<file path="src/rtl/zlib_seq.sv">
// Job sequencer for the fixed-Huffman zlib engine: starts engine and Adler-32,
// gates LZ77 tokens into the engine during its data phase and reports completion.
module zlib_seq #(
    parameter int unsigned LIT_DAT_WD = 8,
    parameter int unsigned LEN_DAT_WD = 7,
    parameter int unsigned DIS_DAT_WD = 7,
    parameter int unsigned CNT_WD     = 16
) (
    input  logic                  clk,
    input  logic                  rst,
    input  logic                  start_i,
    output logic                  busy_o,
    output logic                  done_o,
    output logic [CNT_WD-1:0]     word_cnt_o,
    input  logic                  tok_val_i,
    output logic                  tok_rdy_o,
    input  logic                  tok_flg_lit_i,
    input  logic [LIT_DAT_WD-1:0] tok_lit_i,
    input  logic [LEN_DAT_WD-1:0] tok_len_i,
    input  logic [DIS_DAT_WD-1:0] tok_dis_i,
    input  logic                  tok_lst_i,
    output logic                  adler_start_o,
    input  logic                  adler_done_i,
    output logic                  eng_start_o,
    output logic                  eng_val_o,
    output logic                  eng_flg_lit_o,
    output logic [LIT_DAT_WD-1:0] eng_lit_o,
    output logic [LEN_DAT_WD-1:0] eng_len_o,
    output logic [DIS_DAT_WD-1:0] eng_dis_o,
    output logic                  eng_lst_o,
    input  logic                  eng_word_val_i,
    input  logic                  eng_done_i
);

    typedef enum logic [2:0] {
        ST_IDLE,
        ST_START,
        ST_HDR,
        ST_STREAM,
        ST_TAIL
    } state_t;

    state_t            state_r;
    logic              hdr_cnt_r;
    logic              adler_seen_r;
    logic              done_r;
    logic [CNT_WD-1:0] word_cnt_r;
    logic              in_stream;
    logic              adler_ok;
    logic              in_job;

    // Token gate: the last token waits for the checksum; zero-latency passthrough.
    always_comb begin
        in_stream     = (state_r == ST_STREAM);
        in_job        = (state_r != ST_IDLE) && (state_r != ST_START);
        adler_ok      = adler_seen_r | adler_done_i;
        tok_rdy_o     = in_stream && (!tok_lst_i || adler_ok);
        eng_val_o     = tok_val_i && tok_rdy_o;
        eng_lst_o     = tok_lst_i && eng_val_o;
        eng_flg_lit_o = in_stream && tok_flg_lit_i;
        eng_lit_o     = in_stream ? tok_lit_i : '0;
        eng_len_o     = in_stream ? tok_len_i : '0;
        eng_dis_o     = in_stream ? tok_dis_i : '0;
    end

    assign busy_o        = (state_r != ST_IDLE);
    assign eng_start_o   = (state_r == ST_START);
    assign adler_start_o = (state_r == ST_START);
    assign done_o        = done_r;
    assign word_cnt_o    = word_cnt_r;

    always_ff @(posedge clk or posedge rst) begin
        if (rst) begin
            state_r      <= ST_IDLE;
            hdr_cnt_r    <= 1'b0;
            adler_seen_r <= 1'b0;
            done_r       <= 1'b0;
            word_cnt_r   <= '0;
        end else begin
            done_r <= 1'b0;
            case (state_r)
                ST_IDLE: begin
                    if (start_i) state_r <= ST_START;
                end
                ST_START: begin
                    word_cnt_r   <= '0;
                    adler_seen_r <= 1'b0;
                    hdr_cnt_r    <= 1'b0;
                    state_r      <= ST_HDR;
                end
                // Two cycles for the engine's zlib header and block header.
                ST_HDR: begin
                    hdr_cnt_r <= 1'b1;
                    if (hdr_cnt_r) state_r <= ST_STREAM;
                end
                ST_STREAM: begin
                    if (eng_val_o && tok_lst_i) state_r <= ST_TAIL;
                end
                ST_TAIL: begin
                    if (eng_done_i) begin
                        state_r <= ST_IDLE;
                        done_r  <= 1'b1;
                    end
                end
                default: state_r <= ST_IDLE;
            endcase

            // Checksum flag and saturating word count are live from HDR onwards.
            if (in_job) begin
                if (adler_done_i) adler_seen_r <= 1'b1;
                if (eng_word_val_i && (word_cnt_r != {CNT_WD{1'b1}}))
                    word_cnt_r <= word_cnt_r + CNT_WD'(1);
            end
        end
    end

endmodule

</file>
<file path="config.mk">
export PLATFORM = sky130hd
export DESIGN_NAME = zlib_seq
export DESIGN_NICKNAME = d
export VERILOG_FILES = /design/src/rtl/zlib_seq.sv
export SDC_FILE = /design/constraint.sdc
export NUM_CORES = 1
export LEC_CHECK = 0
export BUFFER_PORTS_ARGS = -buffer_cell sky130_fd_sc_hd__buf_4
export CELL_PAD_IN_SITES_DETAIL_PLACEMENT = 0
export CELL_PAD_IN_SITES_GLOBAL_PLACEMENT = 1
export CORE_MARGIN = 2
export CORE_UTILIZATION = 31
export CTS_CLUSTER_DIAMETER = 40
export DETAILED_ROUTE_END_ITERATION = 10
export PLACE_DENSITY = 0.84
export SETUP_SLACK_MARGIN = 0.5
export SYNTH_ARGS = -nofsm -noshare
export SYNTH_HDL_FRONTEND = slang
export SYNTH_SLANG_ARGS = --single-unit
</file>
<file path="constraint.sdc">
create_clock -name clk -period 2.8 [get_ports clk]
set_input_delay 0.14 -clock clk [delete_from_list [all_inputs] [get_ports clk]]
set_output_delay 0.14 -clock clk [all_outputs]
set_load 0.05 [all_outputs]
</file>
**Word-level counts from Yosys, hierarchy flattened**

Cells that the tools add are included.

- Output and inout port bits: 46
- Register bits after elaboration: 22
- Memory bits (read-only): 0
- Bits of input ports: 31
- Memories: 0
- RAM bits: 0
- Logic and storage cells: 46
- Latch bits: 0

- Shifts and indexed selects: 0
- Magnitude comparators: 0
- Div/mod/pow operators: 0
- $add $sub $neg: 1
- Bitwise logic cells: 1
- $mul: 0
- Reduce and logical (&&, ||, !) cells: 12
- Muxes and demuxes: 17
- Equality and inequality tests: 10

Operator list:

| operator | count |
|---|---|
| $mux 16 | 3 |
| $add 16x1->16 const B | 1 |
| $ne 16x16->1 const B | 1 |
| $pmux 3 s5 | 1 |
| $mux 7 | 2 |
| $mux 3 | 4 |
| $mux 8 | 1 |
| $ne 2x2->1 const B | 4 |
| $eq 3x2->1 const B | 2 |
| $logic_and 1x1->1 | 6 |
| $mux 1 | 5 |
| $reduce_and 4->1 | 1 |
| $eq 3x1->1 const B | 1 |
| $eq 3x3->1 const B | 1 |
| $logic_not 3->1 | 1 |
| $ne 3x1->1 const B | 1 |
| $reduce_bool 3->1 | 1 |
| $pmux 1 s2 | 1 |
| $reduce_bool 2->1 | 1 |
| $logic_not 1->1 | 1 |
| $logic_or 1x1->1 | 1 |
| $or 1x1->1 | 1 |

**Depth between registers and ports, before layout**

- Depth after elaboration: 7
- Mapped depth: 6
- Depth with buffers taken out: 5

**Least setup slack after synthesis**

No wires, ideal clock.

- Kind: flip-flop to output port
- Start: reg state_r[0]
- End: out eng_val_o
- Required time: 2.660 ns
- Setup slack: 0.324 ns
- Path buffers: 2
- Arrival time: 2.336 ns
- Stages on the path, launching flop included: 7
- Cells stage by stage: dfrtp_1 > clkbuf_1 > nor2b_1 > clkbuf_1 > nand2_1 > a21oi_1 > and2_1

- Word-level cells in the longest chain between the ends: 3

Ends and longest elaborated chain:

| what | RTL line | RTL |
|---|---|---|
| start: declaration | 43 | `state_t state_r;` |
| start signal: assignment | 74 | `state_r <= ST_IDLE;` |
| start signal: assignment | 83 | `if (start_i) state_r <= ST_START;` |
| start signal: assignment | 89 | `state_r <= ST_HDR;` |
| $eq 3x2->1 | 54 | `in_stream = (state_r == ST_STREAM);` |
| $logic_and 1x1->1 | 57 | `tok_rdy_o = in_stream && (!tok_lst_i \|\| adler_ok);` |
| via tok_rdy_o | 16 | `output logic tok_rdy_o,` |
| $logic_and 1x1->1 | 58 | `eng_val_o = tok_val_i && tok_rdy_o;` |
| end: declaration | 25 | `output logic eng_val_o,` |

The timed path passes the listed nets, and every way through them passes these cells.

**Final worst setup path**

- Start: reg word_cnt_r[0], in the netlist word_cnt_o[0]
- End: reg word_cnt_r[6], in the netlist word_cnt_o[6]

- Word-level cells in the longest chain between the ends: 4
- Elaborated cells on any way between the ends: 5
- Those cells by class: add/sub: 1; eq/ne: 1; mux: 2; reduce/logical: 1

Ends and longest elaborated chain:

| what | RTL line | RTL |
|---|---|---|
| start: declaration | 47 | `logic [CNT_WD-1:0] word_cnt_r;` |
| start signal: assignment | 112 | `word_cnt_r <= word_cnt_r + CNT_WD'(1);` |
| parallel branches: the longest is 2 deep, another holds $add 16x1->16 | - |  |
| $mux 16 * | 111 | `if (eng_word_val_i && (word_cnt_r != {CNT_WD{1'b1}}))` |
| $mux 16 * | 109 | `if (in_job) begin` |

Mark *: on every way between the ends.
A chain may end at the register's enable or synchronous reset.

==> qor.csv <==
metric,value,unit
regArea,553,µm²
maxCapViolations,0,
cp_top_family,simple AND/OR/NAND/NOR gates,
fin_ws,0.661,ns
critPathKind,flop to flop,
regToRegStartpoint,word_cnt_o[0]$_DFF_PP0_,
io_pins,77,
first_iter_violations,57,
max_stage_delay,0.71,ns
clk_latency,0.27,ns
hpwl,3.20,mm
hp-class,input pin to async pin,
syn_nets,207,
grt.overflow.total,0,
drive_above_1_share,0.395,
rsz0062_at_grt,false,
instances_no_fill,302,
syn_avg_cell_area,8.40,µm²
postCtsHoldBufs,0,
cts-root-buf,clkbuf_8,
grt_max_degree,23,
worst_slew_pin_slew,0.866,ns
die_h,72.9,µm
cts.sink_count,22,
skew,0.00133,ns
clk_path_buf_depth,2,
synthesis.area,1470,µm²
syn_inst,175,
synthTopCellsByArea,"dfrtp_1, and3_1, nand2_1",
yosys_most_used_dff,dfrtp_1,
synth-seq-area-share,0.374,
pre_cts_ws,0.681,ns
dieArea,5310,µm²
arrival,2.29,ns
io_buffers,76,
track_usage,0.165,
yosys.area.top_type_share,0.374,
drc,0,
critPathMaxFanout,10,
async_flop_share,1.00,
multiInputGateArea,838,µm²
vias,1606,
ys_seq_elements,22,
cts_tree,yes,
post_cts_buffers,0,
drtPass1Iterations,4,
critPathLaunchType,flop,
slew_viol_final,0,
dpl.cell_count,298,
row_count,25,
routabilityCongestion,0.759,
cp.required,2.95,ns
crit_buf_inv,0,
finalSetupViolCount,0,
post-route-min-period,2.14,ns
htreeDepth,1,
setup-tns-final,0,ns
syn_to_final_growth,46.6,%
nNetsFinal,281,
finalHoldViolations,0,
grt_pass1_wl,6.94,mm
path_cells,ha_1 > nand3_2 > or4_1 > and4_1 > a311o_1,
period_share,0.764,
via_per_inst,5.32,
max-slew-margin-rel,0.422,
leakage,1.09,nW
wl_per_cell,14.2,µm
ir_drop,0.489,mV
antenna_cells,0,
initial_utilization,0.315,
grt_pass1_vias,1515,
cts_resized,0,
fmax,467,MHz
ant_nets,0,
drt_wl_total,4.29,mm
cp-end-kind,flop,
nFillCells,466,
design.core.area,4660,µm²
yosysWarnings,0,
synth-edff-count,0,
status,"complete, no violations",
power_per_cell_area,1040,nW/µm²
slowest_stage,or4_1,
antenna_found_initial,0,
cts_buffers,3,
ys_types,43,
dieWidth,72.9,µm
crit_start,word_cnt_o[0]$_DFF_PP0_,
clk_pin_slew_worst_paths,0.08,ns
synth_top_area_cell,dfrtp_1,
[through the flow]
stage / hold WS (ns) / utilization / power, mW / instance area (µm²)
after CTS: 0.0888 / 0.462 / 2.24 / 2150
after global routing: 0.136 / 0.463 / 2.37 / 2160
after global placement: 0.374 / 0.450 / 2.00 / 2100
after detailed placement: 0.383 / 0.450 / 2.01 / 2100
final: 0.0529 / 0.463 / 2.23 / 2160
after floorplan: 0.129 / - / 1.57 / 1480
[per-layer routing]
layer	routed length [µm]	vias up	GRT usage
met3	219	5	0.0249
met1	2010	740	0.230
met5	0	-	0
li1	-	809	-
met2	1990	52	0.258
met4	68	0	0.0617
[logic make-up after synthesis]
logic type,share of synthesized area
simple gates,0.362
compound gates,0.163
buf+inv,0.0596
flops,0.374
mux,0.0272
xor+xnor,0.00596
fa+ha+maj,0.00851
[cells in the mapped netlist, drive strengths merged, types with 2 or more instances]
master,count
and3,27
and4,5
clkbuf,9
nor2b,2
a31oi,5
nor3,3
or4,5
nand3,7
nand4,4
a21oi,3
buf,2
and2,2
mux2i,4
nor2,8
dfrtp,22
nor4,6
nand2,18
o21ai,9
o211ai,2
nand2b,2
o221ai,5
inv,11
[cells in the final DEF (no fill, tap or decap), types with 2 or more instances in the layout]
cell type   n
a21oi_1     2
a31oi_1     5
and2_1      2
and3_1     27
and4_1      4
buf_4      80
clkbuf_8    4
dfrtp_1    20
dfrtp_2     2
inv_1      11
mux2i_1     4
nand2_1    18
nand2b_1    2
nand3_1     6
nand4_1     3
nor2_1      8
nor3_1      3
nor4_1      6
o211ai_1    2
o21ai_0     7
o221ai_1    5
or4_2       4
[state kept, by name, indices dropped and copies added, names as in the netlist]
register	cells
done_o	1
hdr_cnt_r	1
state_r	3
word_cnt_o	16
adler_seen_r	1
[path summary, 6_finish.rpt]
| check | end | cells past startpoint | slack, ns |
|---|---|---|---|
| hold / removal | done_o$_DFF_PP0_ | 2 | 0.05 |
| min in group clk | done_o$_DFF_PP0_ | 2 | 0.13 |
| max in group asynchronous | word_cnt_o[0]$_DFF_PP0_ | 2 | 2.16 |
| hold reg to reg | word_cnt_o[0]$_DFF_PP0_ | 1 | 0.52 |
| setup / recovery | word_cnt_o[6]$_DFF_PP0_ | 5 | 0.66 |
| setup reg to reg | word_cnt_o[6]$_DFF_PP0_ | 5 | 0.66 |
[power breakdown]
part	leakage [nW]	internal [mW]	switching, mW
combinational	0.769	0.468	1.02
clock	0.0288	0.126	0.108
sequential	0.288	0.389	0.123
total	1.09	0.982	1.25
[cell type report]
class | instances | share of cell area
multi-input cells | 131 | 0.389
flip-flops and latches | 22 | 0.257
repair buffers | 80 | 0.279
well taps | 54 | 0.0313
clock buffers | 4 | 0.0255
inverters | 11 | 0.0192
No activity file was read; power rests on OpenSTA's default activity.
